## src/rtl/serial_frame_tx_if.sv

```systemverilog
// Bundles the RB1 read port and the sen/sd serial link of serial_frame_tx.
// The master side is the transmitter; the slave side is the register bank plus receiver.
interface serial_frame_tx_if #(
    parameter int ADDR_W = 3,
    parameter int DATA_W = 18
);
    logic              S1_done;
    logic              RB1_RW;
    logic [ADDR_W-1:0] RB1_A;
    logic [DATA_W-1:0] RB1_Q;
    logic              sen;
    logic              sd;

    modport master (
        output S1_done,
        output RB1_RW,
        output RB1_A,
        input  RB1_Q,
        output sen,
        output sd
    );

    modport slave (
        input  S1_done,
        input  RB1_RW,
        input  RB1_A,
        output RB1_Q,
        input  sen,
        input  sd
    );
endinterface

```

## src/rtl/serial_frame_tx.sv

```systemverilog
// Reads NUM_WORDS words from RB1 and sends each as one {addr, data} frame on sen/sd, once per reset.
// Define TX_PARITY_EN to append an even-parity bit over address and data to every frame.
module serial_frame_tx #(
    parameter int ADDR_W    = 3,
    parameter int DATA_W    = 18,
    parameter int NUM_WORDS = 8
) (
    input  logic              clk,
    input  logic              rst,
    serial_frame_tx_if.master bus
);

`ifdef TX_PARITY_EN
    localparam int FL = ADDR_W + DATA_W + 1;
`else
    localparam int FL = ADDR_W + DATA_W;
`endif
    localparam int                CNT_W     = $clog2(FL);
    localparam logic [CNT_W-1:0]  LAST_BIT  = CNT_W'(FL - 1);
    localparam logic [ADDR_W-1:0] LAST_WORD = ADDR_W'(NUM_WORDS - 1);

    localparam logic [1:0] ST_FETCH = 2'd0;
    localparam logic [1:0] ST_LOAD  = 2'd1;
    localparam logic [1:0] ST_SEND  = 2'd2;
    localparam logic [1:0] ST_DONE  = 2'd3;

    logic [1:0]        state_q,    state_d;
    logic [ADDR_W-1:0] word_cnt_q, word_cnt_d;
    logic [CNT_W-1:0]  bit_cnt_q,  bit_cnt_d;
    logic [FL-1:0]     shift_q,    shift_d;
    logic [ADDR_W-1:0] rb1_a_q,    rb1_a_d;
    logic              sen_q,      sen_d;
    logic              sd_q,       sd_d;
    logic              done_q,     done_d;
    logic [FL-1:0]     frame;

    always_comb begin
`ifdef TX_PARITY_EN
        frame = {rb1_a_q, bus.RB1_Q, ^{rb1_a_q, bus.RB1_Q}};
`else
        frame = {rb1_a_q, bus.RB1_Q};
`endif
    end

    // Outputs are registered, so each state computes what the pins show in the following cycle.
    always_comb begin
        // NOTE: every signal gets a default before the case so no path can infer a latch.
        state_d    = state_q;
        word_cnt_d = word_cnt_q;
        bit_cnt_d  = bit_cnt_q;
        shift_d    = shift_q;
        rb1_a_d    = rb1_a_q;
        sen_d      = 1'b1;
        sd_d       = 1'b0;
        done_d     = done_q;

        case (state_q)
            ST_FETCH: begin
                rb1_a_d = word_cnt_q;
                state_d = ST_LOAD;
            end
            ST_LOAD: begin
                shift_d   = frame;
                bit_cnt_d = '0;
                sen_d     = 1'b0;
                sd_d      = frame[FL-1];
                state_d   = ST_SEND;
            end
            ST_SEND: begin
                if (bit_cnt_q == LAST_BIT) begin
                    if (word_cnt_q < LAST_WORD) begin
                        word_cnt_d = word_cnt_q + 1'b1;
                        state_d    = ST_FETCH;
                    end else begin
                        done_d  = 1'b1;
                        state_d = ST_DONE;
                    end
                end else begin
                    shift_d   = shift_q << 1;
                    sen_d     = 1'b0;
                    sd_d      = shift_d[FL-1];
                    bit_cnt_d = bit_cnt_q + 1'b1;
                end
            end
            default: begin
                done_d = 1'b1;
            end
        endcase
    end

    // NOTE: state registers use non-blocking assignments so all flops update together at the edge.
    always_ff @(posedge clk or posedge rst) begin
        if (rst) begin
            state_q    <= ST_FETCH;
            word_cnt_q <= '0;
            bit_cnt_q  <= '0;
            shift_q    <= '0;
            rb1_a_q    <= '0;
            sen_q      <= 1'b1;
            sd_q       <= 1'b0;
            done_q     <= 1'b0;
        end else begin
            state_q    <= state_d;
            word_cnt_q <= word_cnt_d;
            bit_cnt_q  <= bit_cnt_d;
            shift_q    <= shift_d;
            rb1_a_q    <= rb1_a_d;
            sen_q      <= sen_d;
            sd_q       <= sd_d;
            done_q     <= done_d;
        end
    end

    // The bank is only ever read, so the select is tied rather than held in a flop.
    assign bus.RB1_RW  = 1'b1;
    assign bus.RB1_A   = rb1_a_q;
    assign bus.sen     = sen_q;
    assign bus.sd      = sd_q;
    assign bus.S1_done = done_q;

endmodule

```

## src/flat_wrapper.sv

```systemverilog
// flat-port wrapper written by rule: the top's interface ports become plain ports
module serial_frame_tx_flat 
#(
    parameter int ADDR_W    = 3,
    parameter int DATA_W    = 18,
    parameter int NUM_WORDS = 8
)
  (clk, rst, bus_S1_done, bus_RB1_RW, bus_RB1_A, bus_RB1_Q, bus_sen, bus_sd);
  serial_frame_tx_if #(.ADDR_W(ADDR_W), .DATA_W(DATA_W)) bus_i ();
  input  logic clk;
  input  logic rst;
  output wire logic [$bits(bus_i.S1_done)-1:0] bus_S1_done;
  output wire logic [$bits(bus_i.RB1_RW)-1:0] bus_RB1_RW;
  output wire logic [$bits(bus_i.RB1_A)-1:0] bus_RB1_A;
  input wire logic [$bits(bus_i.RB1_Q)-1:0] bus_RB1_Q;
  output wire logic [$bits(bus_i.sen)-1:0] bus_sen;
  output wire logic [$bits(bus_i.sd)-1:0] bus_sd;
  assign bus_S1_done = bus_i.S1_done;
  assign bus_RB1_RW = bus_i.RB1_RW;
  assign bus_RB1_A = bus_i.RB1_A;
  assign bus_i.RB1_Q = bus_RB1_Q;
  assign bus_sen = bus_i.sen;
  assign bus_sd = bus_i.sd;
  serial_frame_tx #(.ADDR_W(ADDR_W), .DATA_W(DATA_W), .NUM_WORDS(NUM_WORDS)) u_core (.clk(clk), .rst(rst), .bus(bus_i));
endmodule
```

## config.mk

```make
export PLATFORM = sky130hd
export DESIGN_NAME = serial_frame_tx_flat
export DESIGN_NICKNAME = d
export VERILOG_FILES = /design/src/rtl/serial_frame_tx_if.sv /design/src/rtl/serial_frame_tx.sv /design/src/flat_wrapper.sv
export SDC_FILE = /design/constraint.sdc
export NUM_CORES = 1
export LEC_CHECK = 0
export BUFFER_PORTS_ARGS = -buffer_cell sky130_fd_sc_hd__buf_4
export CAP_MARGIN = 0
export CELL_PAD_IN_SITES_DETAIL_PLACEMENT = 2
export CELL_PAD_IN_SITES_GLOBAL_PLACEMENT = 2
export CORE_ASPECT_RATIO = 0.7
export CORE_MARGIN = 4
export CORE_UTILIZATION = 38
export CTS_CLUSTER_SIZE = 10
export DETAILED_ROUTE_END_ITERATION = 10
export PLACE_DENSITY_LB_ADDON = 0.1
export SLEW_MARGIN = 20
export SYNTH_ARGS = -nofsm -noshare
export SYNTH_HDL_FRONTEND = slang
export SYNTH_SLANG_ARGS = --single-unit
```

## constraint.sdc

```tcl
create_clock -name clk -period 2.5 [get_ports clk]
set_clock_uncertainty 0.2 [all_clocks]
set_input_delay 0.125 -clock clk [delete_from_list [all_inputs] [get_ports clk]]
set_output_delay 0.125 -clock clk [all_outputs]
set_load 0.02 [all_outputs]
```

After elaboration in Yosys (flattened, before gate mapping)
Cells that the tools add are included.
{"block": "totals", "regBits": 36, "input_bits": 20, "output_inout_bits": 7, "elab_cells": 40}
{"block": "classes", "n_addsub": 2, "order_cmp": 1, "eq_ne": 6, "n_mux": 14, "bitwise_logic": 1, "reduce_logical": 8}
{"op": "one-hot mux 20 bit (2 select lines)", "n": 1}
{"op": "two-way mux 20 bit", "n": 1}
{"op": "one-hot mux 5 bit (2 select lines)", "n": 1}
{"op": "one-hot mux 1 bit (2 select lines)", "n": 3}
{"op": "one-hot mux 2 bit (3 select lines)", "n": 1}
{"op": "AND reduction 3 bit", "n": 2}
{"op": "adder 5 x 1 -> 5 bit, second input constant", "n": 1}
{"op": "== test 5 bit, second input constant", "n": 1}
{"op": "two-way mux 5 bit", "n": 1}
{"op": "two-way mux 1 bit", "n": 4}
{"op": "two-way mux 2 bit", "n": 2}
{"op": "inequality test 2 bit, second input constant", "n": 2}
{"op": "AND reduction 2 bit", "n": 2}
{"op": "adder 3 x 1 -> 3 bit, second input constant", "n": 1}
{"op": "< comparator 3 bit, second input constant", "n": 1}
{"op": "nonzero test 3 bit", "n": 1}
{"op": "== test 2 x 1 -> 1 bit, second input constant", "n": 1}
{"op": "== test 2 bit, second input constant", "n": 1}
{"op": "logical NOT 2 bit", "n": 1}
{"op": "inequality test 2 x 1 -> 1 bit, second input constant", "n": 1}
{"op": "nonzero test 2 bit", "n": 1}
{"op": "OR reduction 2 bit", "n": 1}
{"op": "NOT 1 bit", "n": 1}

Logic depth before layout (Yosys ltp)
Gate-level depths: netlist of the first run.
{"block": "depth", "depth_word": 4, "mapped_depth": 8, "ltp_nobuf": 6}

Worst setup path after synthesis of the first run
No wires, ideal clock.
{"block": "synth_timing", "path_type": "reg2reg", "start": "reg u_core.state_q[0]", "end": "reg u_core.shift_q[11]", "setup_ns": 0.125, "arrival_ns": 1.557, "required_ns": 2.175, "setup_slack_ns": 0.618, "path_stages_with_launch": 7, "n_path_buf": 2, "period_less_slack_ns": 1.882, "cell_sequence": "dfrtp_1 > inv_1 > ha_1 > buf_2 > buf_2 > mux2_2 > mux2_2"}
{"block": "synth_between", "elab_chain_len": 3, "word_cells_on_any_way": 6, "classes_between": "eq/ne (3); mux (1); reduce/logical (2)"}
{"item": "start, declared", "line_no": "serial_frame_tx.sv:27", "text": "logic [1:0] state_q, state_d;"}
{"item": "start signal, assigned", "line_no": "serial_frame_tx.sv:103", "text": "state_q <= state_d;"}
{"item": "== test 2 bit / == test 2 x 1 -> 1 bit (equally long branches)", "line_no": "serial_frame_tx.sv:57", "text": "case (state_q)"}
{"item": "inequality test 2 bit (no source line) / nonzero test 2 bit (equally long branches)"}
{"item": "AND reduction 2 bit (no source line)"}
{"item": "end signal, assigned", "line_no": "serial_frame_tx.sv:106", "text": "shift_q <= shift_d;"}
{"item": "end, declared", "line_no": "serial_frame_tx.sv:30", "text": "logic [FL-1:0] shift_q, shift_d;"}
Several ways; a longest one is shown, not always the timed one.
A chain may end at the register's enable or synchronous reset.

Worst setup path in the final report of the first run
{"block": "layout_timing", "start": "reg u_core.bit_cnt_q[0]", "end": "reg u_core.shift_q[5]"}
{"block": "layout_between", "elab_chain_len": 3}
{"item": "start, declared", "line_no": "serial_frame_tx.sv:29", "text": "logic [CNT_W-1:0] bit_cnt_q, bit_cnt_d;"}
{"item": "start signal, assigned", "line_no": "serial_frame_tx.sv:105", "text": "bit_cnt_q <= bit_cnt_d;"}
{"item": "== test 5 bit", "line_no": "serial_frame_tx.sv:70", "text": "if (bit_cnt_q == LAST_BIT) begin"}
{"item": "inequality test 2 bit (no source line)"}
{"item": "AND reduction 2 bit (no source line)"}
No other way between the ends.

==> results of run 1 <==
## layer usage
metal | global-route usage [%] | vias up | wire length, µm
met5 | 0 | - | 0
li1 | - | 579 | -
met2 | 28.9 | 20 | 2240
met1 | 20.8 | 624 | 1980
met4 | 5.92 | 0 | 71
met3 | 4.81 | 9 | 171
## metrics by stage
| stage | util [%] | setup WS, ns | power, mW |
|---|---|---|---|
| after floorplan | - | 0.618 | 0.649 |
| after global placement | 46.1 | 0.586 | 0.678 |
| after detailed placement | 46.1 | 0.500 | 0.683 |
| after CTS | 51.7 | 0.486 | 1.17 |
| after global routing | 51.7 | 0.366 | 1.21 |
| final | 51.7 | 0.473 | 1.15 |
## state kept, by name (all words and copies together), names as in the netlist
| register | count |
|---|---|
| u_core.shift_q | 20 |
| u_core.bit_cnt_q | 5 |
| u_core.bus.RB1_A | 3 |
| u_core.word_cnt_q | 3 |
| u_core.state_q | 2 |
| u_core.bus.S1_done | 1 |
| u_core.bus.sd | 1 |
| u_core.bus.sen | 1 |
## final cells by class
cell class,count,share of cell area (%)
clock buffers,8,4.35
inverters,7,1.14
multi-input cells,87,35.5
flip-flops and latches,36,39.2
well taps,55,2.99
repair buffers,45,16.8
## how the worst max path moves through the flow
stage | start | end | slack [ns]
4_1_cts | u_core.bit_cnt_q[0] | u_core.shift_q[5] | 0.49
5_1_grt | u_core.state_q[1] | u_core.shift_q[5] | 0.37
2_1_floorplan | u_core.state_q[0] | u_core.shift_q[11] | 0.62
6_report | u_core.bit_cnt_q[0] | u_core.shift_q[5] | 0.47
3_3_place_gp | u_core.state_q[0] | u_core.shift_q[6] | 0.59
3_5_place_dp | u_core.bit_cnt_q[0] | u_core.shift_q[5] | 0.50
## cells by family (layout without fill, tap and decap cells)
family                   count (synthesis)  count (layout)  share of synthesized area [%]
flip-flops                              36              36                           50.3
XOR/XNOR                                 3               3                           1.46
multiplexers                            43              43                           27.0
AO/OA/AOI/OAI                           15              15                           6.49
adder cells (fa/ha/maj)                  7               7                           4.88
other                                    1               1                          0.209
buffers and inverters                   14              60                           4.18
AND/OR/NAND/NOR                         18              18                           5.51
## synthesized netlist by cell type, types with 2 or more instances
cell and count:
mux2_2 43, dfrtp_1 35, ha_1 7, inv_1 7, nand3_1 7, nand2_1 4
o21ai_0 4, buf_2 3, o2bb2ai_1 3, buf_6 2, nor2_1 2, xor2_1 2
## power by group through the flow
stage / Sequential, mW / Combinational (mW) / Clock (mW)
after floorplan: 0.613 / 0.0363 / 0
after global placement: 0.615 / 0.0631 / 0
after detailed placement: 0.616 / 0.0667 / 0
after CTS: 0.605 / 0.0860 / 0.478
after global routing: 0.607 / 0.0949 / 0.504
final: 0.605 / 0.0855 / 0.462
## worst register-to-register path, stage by stage, from the launching register on
cell and delay [ns]:
dfrtp_1 0.39, inv_1 0.09, ha_1 0.24, and4b_4 0.23
a21oi_4 0.15, buf_4 0.24, mux2_2 0.38
## repair_timing
| item | 4_1_cts | 5_1_grt |
|---|---|---|
| gates resized for setup | 0 | 0 |
| hold endpoints to repair | 49 | 0 |
| hold buffers | 15 | 0 |
## cells in the final DEF (no fill, tap or decap), drive strengths merged, types with 2 or more instances in the layout
master | synthesis | layout
buf | 6 | 30
ha | 7 | 7
xor2 | 2 | 2
nand2 | 4 | 4
nand3 | 7 | 7
o2bb2ai | 3 | 3
dfrtp | 35 | 35
dlygate4sd3 | 0 | 15
o21ai | 4 | 4
clkbuf | 1 | 8
mux2 | 43 | 43
nor2 | 2 | 2
inv | 7 | 7
a21oi | 2 | 2
==> flow_summary.toml, run 1 <==
[status]
outcome = "completed"

[setup_path]
worstPathArrival_ns = 2.00
rr_worst_depth = 6
ff2ff_setup_slack_ns = 0.47
path_cells = "inv_1, ha_1, and4b_4, a21oi_4, buf_4, mux2_2"
crit_cells = 6
cp_max_fo = 15
required_ns = 2.48
rr_startpoint = "u_core.bit_cnt_q[0]"
critPathMaxStageDelay_ns = 0.39
timing.rr.end = "u_core.shift_q[5]"
cpMaxStageDelayCell = "dfrtp_1"
cp-end-kind = "flip-flop"
path_delay_family = "flip-flops"
criticalPathCategory = "flip-flop to flip-flop"
path_buf_inv = 2
crit_path_start_kind = "flip-flop"

[pwr]
peakVddDrop_v = 0.000336
p_clk_share_pct = 40.1
p_switching_mw = 0.248
powerDensity_nw_per_um2 = 501
leakagePower_nw = 1.05
sequentialPowerShare_pct = 52.5
swShare_pct = 21.5
p_int_mw = 0.905
combPwrFrac_pct = 7.4

[timing]
fin_crit_ns = 2.03
hold_violations = 0
max_freq_ghz = 0.493
drv_slew = 0
whs_ns = 0.00766
fin_tns_setup_ns = 0
finalCritPeriodShare_pct = 81.1
rsz0062_at_grt = "false"
finalSetupViolations = 0

[yosys]
seq_area_frac_synth_pct = 50.3
synth_seq_cells = 36
syn_area_per_cell_um2 = 13.1
netlist.area_leader.share_pct = 48.8
synth-main-ff-cell = "dfrtp_1"
synthArstFlopShare_pct = 100
synthesis.area_um2 = 1790
yosysWarningCount = 0
yosysTopAreaCell = "dfrtp_1"
synth_cell_types = 30
netlist_top_cells_area = "dfrtp_1 49%, mux2_2 27%, ha_1 4.9%"
synth_edf_count = 0
synth_cells = 137
syn-num-nets = 164

[min_path]
min_path_type = "input port to flip-flop"
min_to = "u_core.shift_q[6]"
hold_start = "bus_RB1_Q[6]"
whs_path_depth = 3

[die]
rows = 20
die_w_um = 90.1
dieArea_um2 = 5900
core_area_um2 = 4450
pin_count = 27
start_util_pct = 40.3
die_h_um = 65.5

[clock_network]
clkTransAtPathRegs_ns = 0.07
clk_latency_ns = 0.29
cts_setup_buffers = 0
cts_tree = "yes"
root_buffer = "clkbuf_8"
clockBufferDepth = 2
cts_sinks = 36
cts_made_buffers = 5
htree_levels = 2

[place]
dp_cells = 215
place_area_um2 = 2050
hpwlAfterDp_um = 2890
io_buffers = 25
gp_congestion = 0.731

[grt]
antenna_found_initial = 0
grt_usage_pct = 17.0
grt-ovfl-total = 0
grt_pass1_vias = 1448
grt_pass1_wl_um = 7630
grt_max_degree = 37

[final_layout]
multi_input_area_um2 = 817
drive_above_1_share_pct = 45.4
fin_nets = 209
fin_cells = 238
syn2layout_area_growth_pct = 28.3
final_area_um2 = 2300
nFillCells = 437
seqCellArea_um2 = 902
n_antenna_cell = 0

[route]
ant_nets = 0
drtIter0Drc = 39
wl_um = 4460
first_pass_iters = 4
drcViolationCount = 0
vias_per_cell = 5.18
vias = 1232
wire_per_inst_um = 18.8

[flow_run]
maxCapViolations = 0
No activity file was read; power rests on OpenSTA's default activity.
==> run 2, diff against run 1 <==
--- a/config.mk
+++ b/config.mk
@@ -11,7 +11,7 @@
 export CELL_PAD_IN_SITES_GLOBAL_PLACEMENT = 2
 export CORE_ASPECT_RATIO = 0.7
 export CORE_MARGIN = 4
-export CORE_UTILIZATION = 38
+export CORE_UTILIZATION = 34
 export CTS_CLUSTER_SIZE = 10
 export DETAILED_ROUTE_END_ITERATION = 10
 export PLACE_DENSITY_LB_ADDON = 0.1
==> constraint.sdc (replaced) <==
create_clock -name clk -period 1.7 [get_ports clk]
set_clock_uncertainty 0.2 [all_clocks]
set_input_delay 0.085 -clock clk [delete_from_list [all_inputs] [get_ports clk]]
set_output_delay 0.085 -clock clk [all_outputs]
set_load 0.02 [all_outputs]
==> run 2 against run 1 <==
Net effect: the flow now finishes with violations (negative setup slack); register-to-register slack worse by 0.66 ns; core utilization is 2.7 points higher; clock power is 45% higher; sequential cell count stayed put; largest power group unchanged.
==> flow_summary.toml, run 2 (synthesis results as in run 1) <==
[route]
drtIter0Drc = 60
first_pass_iters = 4
wire_per_inst_um = 19.5
drcViolationCount = 0
vias_per_cell = 4.85
wl_um = 5420
vias = 1347
ant_nets = 0

[die]
start_util_pct = 36.3
pin_count = 27
core_area_um2 = 4940
dieArea_um2 = 6520
die_w_um = 94.8
die_h_um = 68.8
rows = 21

[place]
place_area_um2 = 2310
hpwlAfterDp_um = 3200
io_buffers = 25
gp_congestion = 0.704

[setup_path]
critPathMaxStageDelay_ns = 0.39
crit_path_start_kind = "flip-flop"
required_ns = 1.67
cp-end-kind = "flip-flop"
criticalPathCategory = "flip-flop to flip-flop"
worstPathArrival_ns = 1.87
cp_max_fo = 15
ff2ff_setup_slack_ns = -0.19
path_cells = "inv_2, ha_4, and4b_4, a21oi_4, buf_12, mux2_2"
cpMaxStageDelayCell = "dfrtp_1"

[min_path]
min_path_type = "input port to asynchronous set/reset pin"

[flow_run]
maxCapViolations = 0

[final_layout]
syn2layout_area_growth_pct = 49.8
fin_nets = 235
multi_input_area_um2 = 952
final_common_cell = "buf_4"
drive_above_1_share_pct = 56.9
reg_top3 = "u_core.shift_q: 20 flops, u_core.bit_cnt_q: 5 flops"
nFillCells = 474
seqCellArea_um2 = 903
top_register = "u_core.shift_q"
final_util_pct = 54.4
final_area_um2 = 2690
layout_common_cells = "47 x buf_4, 34 x dfrtp_1, 24 x mux2_2"
n_antenna_cell = 0
largest_reg_flops = 20

[clock_network]
root_buffer = "clkbuf_8"
clk_latency_ns = 0.29
htree_levels = 2
cts_tree = "yes"
cts_made_buffers = 5
cts_sinks = 36
clkTransAtPathRegs_ns = 0.08
clockBufferDepth = 2

[status]
outcome = "finished with violations"
violations = "negative setup slack"

[timing]
drv_slew = 0
finalCritPeriodShare_pct = 111
finalSetupViolations = 28
fin_crit_ns = 1.89
hold_violations = 0
rsz0062_at_grt = "true"
fin_tns_setup_ns = -3.85
max_freq_ghz = 0.529
whs_ns = 0.264
fin_ws_ns = -0.192

[pwr]
leakagePower_nw = 1.30
sequentialPowerShare_pct = 52.1
p_clk_share_pct = 39.2
swShare_pct = 23.6
finalPower_mw = 1.71
p_switching_mw = 0.403
combPwrFrac_pct = 8.7
peakVddDrop_v = 0.000352
p_int_mw = 1.31
powerDensity_nw_per_um2 = 637

[grt]
grt-ovfl-total = 0
grt_pass1_wl_um = 9050
grt_max_degree = 37
antenna_found_initial = 0
grt_pass1_vias = 1577
grt_usage_pct = 19.0
-- run 2: path summary, 6_finish.rpt --
path	startpoint	to	cells after the start
worst max-delay path	u_core.bit_cnt_q[0]	u_core.shift_q[12]	6
worst min-delay path	rst	u_core.shift_q[3]	4
worst max register to register	u_core.bit_cnt_q[0]	u_core.shift_q[12]	6
worst min register to register	u_core.bus.S1_done	u_core.bus.S1_done	1
max in group asynchronous	rst	u_core.state_q[1]	4
min in group clk	u_core.bus.S1_done	u_core.bus.S1_done	1
-- run 2: what timing repair did --
action	CTS	global route
resized for setup	2	12
hold buffers	19	0
hold endpoints to repair	53	0
endpoints found under the setup margin	25	31
setup buffers	2	3
gates cloned	0	0
pin swaps	1	3
-- run 2: cell type report --
type	count	share of cell area (%)
sequential	36	33.6
multi-input combinational	87	35.4
timing repair buffer	71	23.3
clock buffer	7	3.21
tap	69	3.21
clock inverter	1	0.279
inverter	7	0.978
-- run 2: power by group through the flow --
| stage | Sequential (mW) | Clock, mW | Combinational (mW) |
|---|---|---|---|
| 6_report | 0.891 | 0.671 | 0.149 |
| 5_1_grt | 0.894 | 0.732 | 0.163 |
| 4_1_cts | 0.890 | 0.667 | 0.147 |
| 3_5_place_dp | 0.907 | 0 | 0.112 |
| 3_3_place_gp | 0.905 | 0 | 0.105 |
| 2_1_floorplan | 0.902 | 0 | 0.0656 |
-- run 2: stage by stage --
stage	instances	setup slack, ns
global placement	246	-0.0473
floorplan	137	-0.0865
CTS	275	-0.145
global route	278	-0.243
detailed placement	246	-0.138
finish	278	-0.192
-- run 2: worst max-delay path, delay by kind of cell (launching register included) --
kind / cells / cell delay [ns]
AO/OA/AOI/OAI: 1 / 0.19
adder cells (fa/ha/maj): 1 / 0.17
buffers and inverters: 2 / 0.27
flip-flops: 1 / 0.39
multiplexers: 1 / 0.34
AND/OR/NAND/NOR: 1 / 0.21
-- run 2: metal layers --
layer,global-route usage (%),wire length [µm],part of all wire (%),vias to the layer above
met3,3.90,134,2.5,2
met4,3.78,21,0.39,0
met1,24.3,2450,45,704
li1,-,-,-,624
met5,0,0,0,-
met2,33.6,2820,52,17
==> run 3, diff against run 2 <==
--- a/config.mk
+++ b/config.mk
@@ -6,7 +6,6 @@
 export NUM_CORES = 1
 export LEC_CHECK = 0
 export BUFFER_PORTS_ARGS = -buffer_cell sky130_fd_sc_hd__buf_4
-export CAP_MARGIN = 0
 export CELL_PAD_IN_SITES_DETAIL_PLACEMENT = 2
 export CELL_PAD_IN_SITES_GLOBAL_PLACEMENT = 2
 export CORE_ASPECT_RATIO = 0.7
@@ -19,3 +18,4 @@
 export SYNTH_ARGS = -nofsm -noshare
 export SYNTH_HDL_FRONTEND = slang
 export SYNTH_SLANG_ARGS = --single-unit
+export TNS_END_PERCENT = 20
==> run 3 against run 2 <==
Net effect: the flow still finishes with violations (negative setup slack); sequential share of layout area grew 0.33 points; hold slack gained 0.014 ns; total power down 1.5%; critical path type unchanged; first-iteration DRC count is 43% lower; clock-buffer cell count rose by 1.
==> flow_summary.toml, run 3 (synthesis results as in run 1) <==
[min_path]
whs_path_depth = 1
hold_start = "u_core.bus.S1_done"
min_to = "u_core.bus.S1_done"
min_path_type = "flip-flop to flip-flop"

[clock_network]
root_buffer = "clkbuf_8"
htree_levels = 2
clk_latency_ns = 0.29
cts_sinks = 36
clockBufferDepth = 2
cts_tree = "yes"
clkTransAtPathRegs_ns = 0.07
cts_made_buffers = 5

[route]
ant_nets = 0
wl_um = 5250
wire_per_inst_um = 19.2
first_pass_iters = 4
drcViolationCount = 0
vias_per_cell = 4.80
vias = 1311
drtIter0Drc = 34

[die]
rows = 21
die_h_um = 68.8
die_w_um = 94.8
pin_count = 27
start_util_pct = 36.3
dieArea_um2 = 6520
core_area_um2 = 4940

[setup_path]
cp_max_fo = 12
critPathMaxStageDelay_ns = 0.38
criticalPathCategory = "flip-flop to flip-flop"
rr_worst_depth = 6
rr_startpoint = "u_core.bit_cnt_q[1]"
ff2ff_setup_slack_ns = -0.14
worstPathArrival_ns = 1.81
cp-end-kind = "flip-flop"
timing.rr.end = "u_core.shift_q[16]"
path_cells = "inv_2, ha_4, and4b_4, a21oi_4, buf_12, mux2_2"
crit_path_start_kind = "flip-flop"
required_ns = 1.67
cpMaxStageDelayCell = "dfrtp_1"

[final_layout]
final_area_um2 = 2660
n_antenna_cell = 0
fin_cells = 273
fin_nets = 230
syn2layout_area_growth_pct = 48.1
final_common_cell = "buf_4"
reg_top3 = "u_core.shift_q: 20 flops, u_core.bit_cnt_q: 5 flops"
nFillCells = 477
largest_reg_flops = 20
top_register = "u_core.shift_q"
layout_common_cells = "43 x buf_4, 35 x dfrtp_1, 23 x mux2_4"
drive_above_1_share_pct = 53.9

[timing]
whs_ns = 0.278
hold_violations = 0
finalCritPeriodShare_pct = 108
drv_slew = 0
fin_ws_ns = -0.139
max_freq_ghz = 0.544
rsz0062_at_grt = "true"
fin_crit_ns = 1.84
finalSetupViolations = 24

[place]
hpwlAfterDp_um = 3260
gp_congestion = 0.707
place_area_um2 = 2280
dp_cells = 244
io_buffers = 25
place_worst_setup_slack_ns = -0.0996

[grt]
grt_pass1_wl_um = 8060
grt_max_degree = 37
grt_usage_pct = 16.7
antenna_found_initial = 0
grt_pass1_vias = 1508
grt-ovfl-total = 0

[pwr]
leakagePower_nw = 1.28
peakVddDrop_v = 0.000258
finalPower_mw = 1.69
powerDensity_nw_per_um2 = 634

[status]
outcome = "finished with violations"
violations = "negative setup slack"

[flow_run]
maxCapViolations = 0
run 3: changes by cell type in the layout (fill, tap and decap cells not counted), moves of 2 or more:
cell and delta:
buf_4 -4, o21ai_1 +2, mux2_2 -4, mux2_4 +4
run 3: worst max-delay path: cells and delay by family (launching register included):
kind	cells	cell delay, ns
AOI/OAI and AO/OA	1	0.19
adders and majority gates	1	0.16
buffers and inverters	2	0.24
DFF	1	0.38
muxes	1	0.34
and+or+nand+nor	1	0.21
run 3: where the power goes:
part | switching (mW) | internal [mW]
sequential | 0.0146 | 0.878
combinational | 0.0509 | 0.104
clock | 0.308 | 0.331
total | 0.374 | 1.31
run 3: worst max path at each step:
stage	cells past startpoint	startpoint	end	slack (ns)
2_1_floorplan	6	u_core.bit_cnt_q[0]	u_core.shift_q[10]	-0.09
3_3_place_gp	6	u_core.bit_cnt_q[1]	u_core.shift_q[17]	-0.06
3_5_place_dp	6	u_core.bit_cnt_q[0]	u_core.shift_q[11]	-0.1
4_1_cts	6	u_core.bit_cnt_q[0]	u_core.shift_q[1]	-0.11
5_1_grt	6	u_core.bit_cnt_q[1]	u_core.shift_q[16]	-0.19
6_report	6	u_core.bit_cnt_q[1]	u_core.shift_q[16]	-0.14
run 3: layout make-up:
type	count	area [µm²]	share of cell area, %
clock buffers	8	90.1	3.39
repair buffers	66	584	22.0
inverters	7	26.3	0.989
multi-input cells	87	968	36.4
well taps	69	86.3	3.25
flip-flops and latches	36	902	33.9
run 3: per-layer routing:
metal	part of all wire [%]	global-route usage, %	wire length [µm]
met2	52	29.9	2740
met3	3.2	4.01	168
met4	1.2	3.78	65
met1	43	20.8	2270
met5	0	0	0
run 3: metrics by stage:
stage | utilization [%] | TNS (ns)
floorplan | - | -1.26
global placement | 46.1 | -0.777
detailed placement | 46.1 | -1.53
CTS | 52.8 | -1.73
global route | 53.8 | -3.84
finish | 53.8 | -2.20
run 3: what timing repair did:
action	4_1_cts	5_1_grt
resized for setup	8	12
pin swaps	0	1
endpoints found under the setup margin	24	29
hold endpoints to repair	53	0
gates cloned	0	0
buffers inserted	2	0
hold buffers	19	0
